<file path="config.mk">
export PLATFORM = sky130hd
export DESIGN_NAME = csr_access_unit
export DESIGN_NICKNAME = d
export VERILOG_FILES = /design/src/rtl/csr_pkg.sv /design/src/rtl/csr_alu.sv /design/src/rtl/csr_access_unit.sv
export SDC_FILE = /design/constraint.sdc
export NUM_CORES = 1
export LEC_CHECK = 0
export ABC_AREA = 1
export CAP_MARGIN = 10
export CORE_MARGIN = 5
export CORE_UTILIZATION = 38
export DETAILED_ROUTE_END_ITERATION = 8
export GPL_TIMING_DRIVEN = 0
export PLACE_DENSITY = 0.71
export SLEW_MARGIN = 20
export SYNTH_ARGS = -nofsm -noshare
export SYNTH_HDL_FRONTEND = slang
export SYNTH_SLANG_ARGS = --single-unit
</file>
<file path="constraint.sdc">
create_clock -name clk -period 1.7 [get_ports clk]
set_input_delay 0.255 -clock clk [delete_from_list [all_inputs] [get_ports clk]]
set_output_delay 0.255 -clock clk [all_outputs]
set_load 0.01 [all_outputs]
</file>
<file path="src/rtl/csr_pkg.sv">
// Shared encodings for the Zicsr access unit: funct3 opcodes, FSM states and
// the read-only CSR address range.
package csr_pkg;

    localparam logic [2:0] CSR_RW  = 3'b001;
    localparam logic [2:0] CSR_RS  = 3'b010;
    localparam logic [2:0] CSR_RC  = 3'b011;
    localparam logic [2:0] CSR_RWI = 3'b101;
    localparam logic [2:0] CSR_RSI = 3'b110;
    localparam logic [2:0] CSR_RCI = 3'b111;

    // Top two address bits equal to this mark a read-only CSR.
    localparam logic [1:0] CSR_RO_RANGE = 2'b11;

    typedef enum logic [1:0] {
        StIdle,
        StRead,
        StWrite,
        StResp
    } csr_state_e;

endpackage

</file>
<file path="src/rtl/csr_alu.sv">
// Combinational read-modify-write datapath: new CSR value, write-needed flag
// and illegal-access detection for one Zicsr instruction.
module csr_alu
    import csr_pkg::*;
#(
    parameter int unsigned XLEN   = 32,
    parameter int unsigned CSR_AW = 12
) (
    input  logic [2:0]        funct3_i,
    input  logic [XLEN-1:0]   old_i,
    input  logic [XLEN-1:0]   operand_i,
    input  logic [4:0]        rs1_idx_i,
    input  logic [CSR_AW-1:0] addr_i,
    output logic [XLEN-1:0]   new_o,
    output logic              do_write_o,
    output logic              illegal_o
);

    logic wants_write;
    logic bad_op;
    logic ro_hit;
    logic zero_addr;

    always_comb begin
        new_o       = operand_i;
        wants_write = 1'b0;
        bad_op      = 1'b0;
        unique case (funct3_i[1:0])
            2'b01: begin
                new_o       = operand_i;
                wants_write = 1'b1;
            end
            2'b10: begin
                new_o       = old_i | operand_i;
                wants_write = (rs1_idx_i != 5'd0);
            end
            2'b11: begin
                new_o       = old_i & ~operand_i;
                wants_write = (rs1_idx_i != 5'd0);
            end
            default: begin
                bad_op = 1'b1;
            end
        endcase
    end

    assign ro_hit    = (addr_i[CSR_AW-1 -: 2] == CSR_RO_RANGE);
    assign zero_addr = (addr_i == '0);

    // Reads of address 0 and of read-only CSRs stay legal; only writes trap.
    assign illegal_o  = bad_op | (wants_write & (ro_hit | zero_addr));
    assign do_write_o = wants_write & ~illegal_o;

endmodule

</file>
<file path="src/rtl/csr_access_unit.sv">
// Initiator side of the CSR register-file port: runs one Zicsr instruction as
// an atomic read / write / respond sequence with valid-ready handshakes.
module csr_access_unit
    import csr_pkg::*;
#(
    parameter int unsigned XLEN   = 32,
    parameter int unsigned CSR_AW = 12
) (
    input  logic              clk,
    input  logic              rst,
    input  logic              req_valid,
    output logic              req_ready,
    input  logic [2:0]        req_funct3,
    input  logic [CSR_AW-1:0] req_csr_addr,
    input  logic [XLEN-1:0]   req_rs1_data,
    input  logic [4:0]        req_rs1_idx,
    input  logic [4:0]        req_rd,
    input  logic              flush,
    output logic [CSR_AW-1:0] csr_addr,
    input  logic [XLEN-1:0]   csr_rdata,
    output logic              csr_write_en,
    output logic [CSR_AW-1:0] csr_wb_addr,
    output logic [XLEN-1:0]   csr_wb_data,
    output logic              resp_valid,
    input  logic              resp_ready,
    output logic [4:0]        resp_rd,
    output logic [XLEN-1:0]   resp_data,
    output logic              resp_illegal
);

    csr_state_e        state_q, state_d;
    logic [2:0]        funct3_q, funct3_d;
    logic [CSR_AW-1:0] addr_q, addr_d;
    logic [XLEN-1:0]   operand_q, operand_d;
    logic [4:0]        rs1_idx_q, rs1_idx_d;
    logic [4:0]        rd_q, rd_d;
    logic [XLEN-1:0]   old_q, old_d;
    logic [XLEN-1:0]   new_q, new_d;
    logic              illegal_q, illegal_d;
    logic              write_en_q, write_en_d;
    logic              resp_valid_q, resp_valid_d;
    logic              req_ready_q, req_ready_d;

    logic [XLEN-1:0]   alu_new;
    logic              alu_do_write;
    logic              alu_illegal;

    csr_alu #(
        .XLEN   (XLEN),
        .CSR_AW (CSR_AW)
    ) u_csr_alu (
        .funct3_i   (funct3_q),
        .old_i      (csr_rdata),
        .operand_i  (operand_q),
        .rs1_idx_i  (rs1_idx_q),
        .addr_i     (addr_q),
        .new_o      (alu_new),
        .do_write_o (alu_do_write),
        .illegal_o  (alu_illegal)
    );

    always_comb begin
        state_d      = state_q;
        funct3_d     = funct3_q;
        addr_d       = addr_q;
        operand_d    = operand_q;
        rs1_idx_d    = rs1_idx_q;
        rd_d         = rd_q;
        old_d        = old_q;
        new_d        = new_q;
        illegal_d    = illegal_q;
        write_en_d   = 1'b0;
        resp_valid_d = resp_valid_q;
        req_ready_d  = req_ready_q;

        unique case (state_q)
            StIdle: begin
                if (req_valid && !flush) begin
                    funct3_d    = req_funct3;
                    addr_d      = req_csr_addr;
                    rs1_idx_d   = req_rs1_idx;
                    rd_d        = req_rd;
                    // Immediate forms reuse the rs1 index field as a 5-bit uimm.
                    operand_d   = req_funct3[2] ? {{(XLEN-5){1'b0}}, req_rs1_idx}
                                                : req_rs1_data;
                    req_ready_d = 1'b0;
                    state_d     = StRead;
                end
            end
            StRead: begin
                if (flush) begin
                    req_ready_d = 1'b1;
                    state_d     = StIdle;
                end else begin
                    old_d      = alu_illegal ? '0 : csr_rdata;
                    new_d      = alu_new;
                    illegal_d  = alu_illegal;
                    write_en_d = alu_do_write;
                    state_d    = StWrite;
                end
            end
            StWrite: begin
                if (flush) begin
                    req_ready_d = 1'b1;
                    state_d     = StIdle;
                end else begin
                    resp_valid_d = 1'b1;
                    state_d      = StResp;
                end
            end
            StResp: begin
                if (flush || resp_ready) begin
                    resp_valid_d = 1'b0;
                    req_ready_d  = 1'b1;
                    state_d      = StIdle;
                end
            end
            default: begin
                resp_valid_d = 1'b0;
                req_ready_d  = 1'b1;
                state_d      = StIdle;
            end
        endcase
    end

    always_ff @(posedge clk or negedge rst) begin
        if (!rst) begin
            state_q      <= StIdle;
            funct3_q     <= '0;
            addr_q       <= '0;
            operand_q    <= '0;
            rs1_idx_q    <= '0;
            rd_q         <= '0;
            old_q        <= '0;
            new_q        <= '0;
            illegal_q    <= 1'b0;
            write_en_q   <= 1'b0;
            resp_valid_q <= 1'b0;
            req_ready_q  <= 1'b1;
        end else begin
            state_q      <= state_d;
            funct3_q     <= funct3_d;
            addr_q       <= addr_d;
            operand_q    <= operand_d;
            rs1_idx_q    <= rs1_idx_d;
            rd_q         <= rd_d;
            old_q        <= old_d;
            new_q        <= new_d;
            illegal_q    <= illegal_d;
            write_en_q   <= write_en_d;
            resp_valid_q <= resp_valid_d;
            req_ready_q  <= req_ready_d;
        end
    end

    // The file commits on negedge; a flush anywhere in the WRITE cycle must veto it.
    assign csr_write_en = write_en_q & ~flush;
    assign csr_addr     = addr_q;
    assign csr_wb_addr  = addr_q;
    assign csr_wb_data  = new_q;
    assign req_ready    = req_ready_q;
    assign resp_valid   = resp_valid_q;
    assign resp_rd      = rd_q;
    assign resp_data    = old_q;
    assign resp_illegal = illegal_q;

endmodule

</file>
==> impl_metrics.py, run 1 <==
metrics = {
    "floorplan": {
        "fp-row-count": 45,
        "core-area_um2": 15000,
        "initial_core_util": 0.384,
        "num_io_pins": 191,
        "dieArea_um2": 17700,
        "dieHeight_um": 133,
        "die_w_um": 133,
    },
    "worst_hold_path": {
        "hold_start": "req_funct3[2]",
        "hp-class": "in -> reg",
        "min_to": "operand_q[3]",
        "worstHoldPathCells": 3,
    },
    "pwr": {
        "powerDensity_nw_per_um2": 1760,
        "p_leak_nw": 4.06,
        "irDropWorstVdd_uv": 812,
    },
    "clock_tree": {
        "clock_latency_ns": 0.42,
        "clkTransAtPathRegs_ns": 0.05,
        "clock_path_buffers": 2,
        "htree_levels": 4,
        "numCtsBuffers": 17,
        "cts.sinks": 126,
        "tritoncts": "done",
        "clockRootBuffer": "clkbuf_16",
    },
    "global_route": {
        "grt_pass1_wl_mm": 27.8,
        "grt_pass1_vias": 5426,
        "antenna_found_initial": 0,
        "grt_usage": 0.198,
        "grt_max_degree": 66,
        "overflow": 0,
    },
    "worst_setup_path": {
        "cp-start-kind": "flip-flop",
        "worstReg2RegEnd": "resp_data[2]",
        "worstSetupEndpointType": "output port",
        "path_class": "reg -> out",
        "crit_path_top_delay_cell": "clkdlybuf4s50_1",
        "path_buf_inv": 1,
        "path_cells": "clkdlybuf4s50_1",
        "max_stage_delay_ns": 0.55,
        "cp_data_arrival_time_ns": 1.37,
        "rr_startpoint": "csr_addr[5]",
        "critical-path-top-delay-family": "buffers and inverters",
        "reg2regPathDepth": 10,
        "r2r_slack_ns": 0.13,
        "cp_max_fo": 5,
        "crit_required_ns": 1.44,
    },
    "timing": {
        "setup_slack_ns": 0.0722,
        "fin_skew_ns": 0.00865,
        "period_share": 0.958,
        "worst_pin_slew_ns": 0.550,
        "drv_slew": 0,
        "rsz0062_at_grt": "no",
        "hold_viol": 0,
        "min_period_ns": 1.63,
        "setup_viol": 0,
        "fmax_mhz": 614,
        "max_slew_margin": 0.634,
    },
    "finish": {
        "multiInputGateArea_um2": 2090,
        "seqCellArea_um2": 3160,
        "n_fill_cell": 1384,
        "syn2layout_area_growth_pct": 49.8,
        "finalInstanceArea_um2": 8640,
        "final_nets": 993,
        "diodes": 0,
        "final_core_util": 0.575,
        "drive_above_1_share": 0.106,
    },
    "yosys": {
        "ys_warn_count": 0,
        "syn_area_um2": 5770,
        "synth_area_per_cell_um2": 8.55,
        "synth_top_area_frac": 0.542,
        "synth.ff_latch_count": 126,
        "synth_nets": 774,
        "ys.flop_type": "dfrtp_1",
        "synthArstFlopShare": 1.00,
        "ys_types": 24,
        "synth_compound_area_frac": 0.128,
        "synth_edf_count": 0,
        "syn-instance-count": 675,
        "yosysTopAreaCell": "dfrtp_1",
        "synthAdderAreaFrac": 0.0108,
        "synth_common_cells": "nand2_1, dfrtp_1, o21ai_1, o21ai_0, inv_1",
        "seq_area_frac_synth": 0.547,
        "yosys-top-cells-area": "dfrtp_1, nand2_1, o21ai_1",
        "synthSimpleGateAreaFrac": 0.223,
        "synthMuxAreaShare": 0,
        "synth_xor_area_frac": 0,
        "synth_most_common_cell": "nand2_1",
        "synth_top_family_by_area": "simple AND/OR/NAND/NOR gates",
    },
    "route": {
        "drt_first_pass_iters": 5,
        "drcViolationCount": 0,
        "postRouteAntennaNets": 0,
        "wire_per_inst_um": 16.0,
        "num_vias": 5257,
        "drt_iter0_markers": 247,
        "vias_per_cell": 4.81,
        "wl_mm": 17.5,
    },
    "run_status": {
        "status": "complete, no violations",
    },
    "run": {
        "cap_violations": 0,
    },
    "placement": {
        "port_buffers": 189,
        "gp_congestion": 0.792,
        "hpwl_mm": 12.5,
        "dpl_cell_area_um2": 7930,
        "post-place-ws_ns": -0.0937,
    },
}
logic make-up after synthesis:
family                     Yosys count
and+or+nand+nor                    298
DFF                                126
AOI/OAI and AO/OA                  144
adders and majority gates            5
buffers and inverters              102
layout make-up:
cell class                      instances  area share
Tap cell                              188      0.0272
Timing Repair Buffer                  200       0.231
Clock inverter                          5      0.0116
Sequential cell                       126       0.365
Buffer                                 55      0.0419
Clock buffer                           26      0.0613
Inverter                               47      0.0204
Multi-Input combinational cell        447       0.242
layout by cell type, fill, tap and decap left out, drive strengths merged:
| master | count |
|---|---|
| ha | 5 |
| buf | 57 |
| nand2 | 218 |
| a21oi | 33 |
| or2 | 1 |
| and2 | 1 |
| dlygate4sd2 | 11 |
| o31ai | 1 |
| o211ai | 4 |
| dlygate4sd3 | 1 |
| a21boi | 1 |
| clkinv | 2 |
| bufinv | 3 |
| inv | 47 |
| dfstp | 1 |
| nand3 | 29 |
| clkbuf | 36 |
| clkdlybuf4s50 | 173 |
| nor2 | 17 |
| dlymetal6s2s | 3 |
| nand3b | 32 |
| dfrtp | 125 |
| o21ai | 105 |
stage by stage:
stage	instances	power, mW	hold slack, ns	TNS (ns)
floorplan	675	8.18	-0.0406	0
finish	1094	15.2	0.246	0
detailed placement	1053	11.4	0.229	-1.71
CTS	1093	15.4	0.229	0
global placement	1052	11.3	0.463	-596.49
global route	1094	16.2	0.268	0
worst reg2reg max path, stage by stage (launching register included):
cell	delay, ns
dfrtp_1	0.40
buf_4	0.15
nor2_1	0.09
nand2_1	0.06
nor2_1	0.13
nand2_1	0.06
nand2_1	0.12
nand2_4	0.10
buf_4	0.19
nand3b_1	0.10
nand2_1	0.05
routing by layer:
| layer | track usage | part of all wire | wire (um) | vias to the layer above |
|---|---|---|---|---|
| met5 | 0 | 0 | 0 | - |
| met4 | 0.0606 | 0.011 | 189 | 0 |
| met3 | 0.0566 | 0.064 | 1130 | 11 |
| met2 | 0.324 | 0.47 | 8280 | 156 |
| met1 | 0.255 | 0.45 | 7890 | 2478 |
| li1 | - | - | - | 2612 |
power by group:
group,switching (mW),internal (mW)
Combinational,3.20,3.15
Sequential,0.750,4.28
Clock,1.26,2.57
Total,5.22,10.0
repair_timing:
item / CTS / global route
hold buffers: 1 / 0
hold endpoints to repair: 61 / 0
endpoints found under the setup margin: 15 / 20
gates resized for setup: 13 / 9
buffers inserted: 8 / 1
registers in the layout, summed over array words and instances (netlist names):
signal	cells
resp_data	32
operand_q	32
csr_wb_data	32
write_en_q	1
resp_illegal	1
rs1_idx_q	5
csr_addr	12
resp_valid	1
state_q	2
resp_rd	5
req_ready	1
funct3_q	2
worst max path at each step:
stage                       startpoint         endpoint  slack (ns)  cells after the start
after floorplan             state_q[1]    resp_data[10]        0.40                      9
after global placement             rst  csr_wb_data[28]       -4.74                      1
after detailed placement         flush  csr_wb_data[23]       -0.09                      6
after CTS                  csr_addr[0]   csr_wb_addr[0]       0.009                      2
after global routing      csr_addr[11]    resp_data[13]       0.002                     10
final                     csr_addr[10]     csr_addr[10]        0.07                      1
Power figures use the tool's default switching activity.
==> run 2: changes to the inputs <==
- ABC_CLOCK_PERIOD_IN_PS: unset -> 1700
- CORE_UTILIZATION: 38 -> 46
- PLACE_DENSITY: 0.71 -> 0.83
==> impl_metrics.py, run 2 (same netlist as run 1, synthesis figures left out) <==
metrics = {
    "global_route": {
        "antenna_found_initial": 0,
        "grtUsageMet1": 0.297,
        "grt_max_degree": 72,
        "met3_usage": 0.0571,
        "top_usage_layer": "met2",
        "grt_pass1_vias": 5439,
        "grt_pass1_wl_mm": 26.8,
        "grt.met2_usage": 0.389,
        "grt_usage": 0.233,
        "overflow": 0,
    },
    "worst_setup_path": {
        "worstSetupEndpointType": "output port",
        "r2r_slack_ns": 0.13,
        "worst-path-stages": 1,
        "reg2regPathDepth": 9,
        "rr_startpoint": "state_q[1]",
        "cp-start-kind": "flip-flop",
        "crit_path_top_delay_cell": "clkdlybuf4s50_1",
        "crit_required_ns": 1.44,
        "cp_max_fo": 4,
        "cp-startpoint": "csr_addr[2]",
        "path_class": "reg -> out",
        "cp_data_arrival_time_ns": 1.38,
        "critical-path-top-delay-family": "buffers and inverters",
        "max_stage_delay_ns": 0.57,
        "path_buf_inv": 1,
        "worstReg2RegEnd": "resp_data[27]",
        "path_cells": "clkdlybuf4s50_1",
    },
    "clock_tree": {
        "clock_latency_ns": 0.41,
        "clkTransAtPathRegs_ns": 0.06,
        "clock_path_buffers": 2,
        "numCtsBuffers": 17,
        "cts.sinks": 126,
        "htree_levels": 4,
        "tritoncts": "done",
        "clockRootBuffer": "clkbuf_16",
    },
    "pwr": {
        "p_leak_nw": 4.02,
        "totalPowerFinal_mw": 14.7,
        "irDropWorstVdd_uv": 975,
        "powerDensity_nw_per_um2": 1720,
    },
    "finish": {
        "most-common-layout-cells": "nand2_1, clkdlybuf4s50_1, dfrtp_1",
        "n_fill_cell": 1033,
        "final_nets": 994,
        "drive_above_1_share": 0.104,
        "diodes": 0,
        "syn2layout_area_growth_pct": 47.8,
        "final_common_cell": "nand2_1",
        "seqCellArea_um2": 3150,
        "fin_cells": 1080,
        "finalInstanceArea_um2": 8520,
        "multiInputGateArea_um2": 2090,
    },
    "floorplan": {
        "dieHeight_um": 122,
        "num_io_pins": 191,
        "die_w_um": 122,
        "initial_core_util": 0.463,
        "fp-row-count": 41,
        "core-area_um2": 12500,
        "dieArea_um2": 14900,
    },
    "placement": {
        "gp_congestion": 0.819,
        "hpwl_mm": 12.1,
        "dpl_cell_area_um2": 7910,
        "place_inst": 1037,
        "port_buffers": 189,
    },
    "route": {
        "drt_iter0_markers": 425,
        "drt_first_pass_iters": 5,
        "wl_mm": 17.2,
        "num_vias": 5355,
        "postRouteAntennaNets": 0,
        "wire_per_inst_um": 15.9,
        "vias_per_cell": 4.96,
        "drcViolationCount": 0,
    },
    "worst_hold_path": {
        "worstHoldPathCells": 3,
        "hold_start": "req_funct3[2]",
        "hp-class": "in -> reg",
        "min_to": "operand_q[3]",
    },
    "timing": {
        "rsz0062_at_grt": "no",
        "fmax_mhz": 611,
        "hold_viol": 0,
        "fin_skew_ns": 0.00948,
        "setup_viol": 0,
        "drv_slew": 0,
        "max_slew_margin": 0.639,
        "period_share": 0.962,
        "worst_pin_slew_ns": 0.541,
        "min_period_ns": 1.64,
    },
    "run": {
        "cap_violations": 0,
    },
    "run_status": {
        "status": "complete, no violations",
    },
}
[run 2: cell count changes in the layout (fill, tap and decap cells not counted), moves of 3 or more]
cell | before | now
clkbuf_1 | 9 | 13
clkinv_2 | 2 | 6
bufinv_16 | 3 | 0
clkbuf_8 | 7 | 3
[run 2: layer usage]
layer,wire [um],vias up,part of all wire
met5,0,-,0
met1,7380,2511,0.43
met4,273,0,0.016
met3,1230,25,0.071
li1,-,2605,-
met2,8320,214,0.48
[run 2: repair_timing]
action | CTS | global route
resized for setup | 11 | 9
setup buffers | 10 | 0
endpoints found under the hold margin | 55 | 0
setup endpoints to repair | 14 | 33
hold buffers | 1 | 0
[run 2: how the worst max path moves through the flow]
stage	endpoint	slack [ns]
after floorplan	resp_data[10]	0.40
after global placement	resp_data[25]	-4.63
after detailed placement	resp_data[27]	-0.07
after CTS	csr_wb_addr[7]	0.009
after global routing	resp_data[27]	0.01
final	csr_addr[2]	0.06
[run 2: through the flow]
stage	worst slack, ns	util	setup TNS (ns)	hold WS (ns)
floorplan	0.405	-	0	-0.0406
global placement	-4.63	0.632	-580.53	0.462
detailed placement	-0.0719	0.634	-3.03	0.202
CTS	0.00876	0.682	0	0.226
global route	0.00955	0.684	0	0.268
finish	0.0646	0.684	0	0.237
[run 2: where the power goes]
part           switching [mW]  leakage [nW]  internal, mW  total, mW
clock                    1.26         0.261          1.96       3.22
sequential              0.763          1.61          4.28       5.04
combinational            3.24          2.15          3.17       6.41
total                    5.26          4.02          9.41       14.7
[run 2: area by class of cell]
type                    instances  share of cell area
inverters                      47              0.0207
flip-flops and latches        126               0.370
repair buffers                201               0.235
clock buffers                  25              0.0569
clock inverters                 7             0.00440
well taps                     172              0.0252
multi-input cells             447               0.245
plain buffers                  55              0.0423
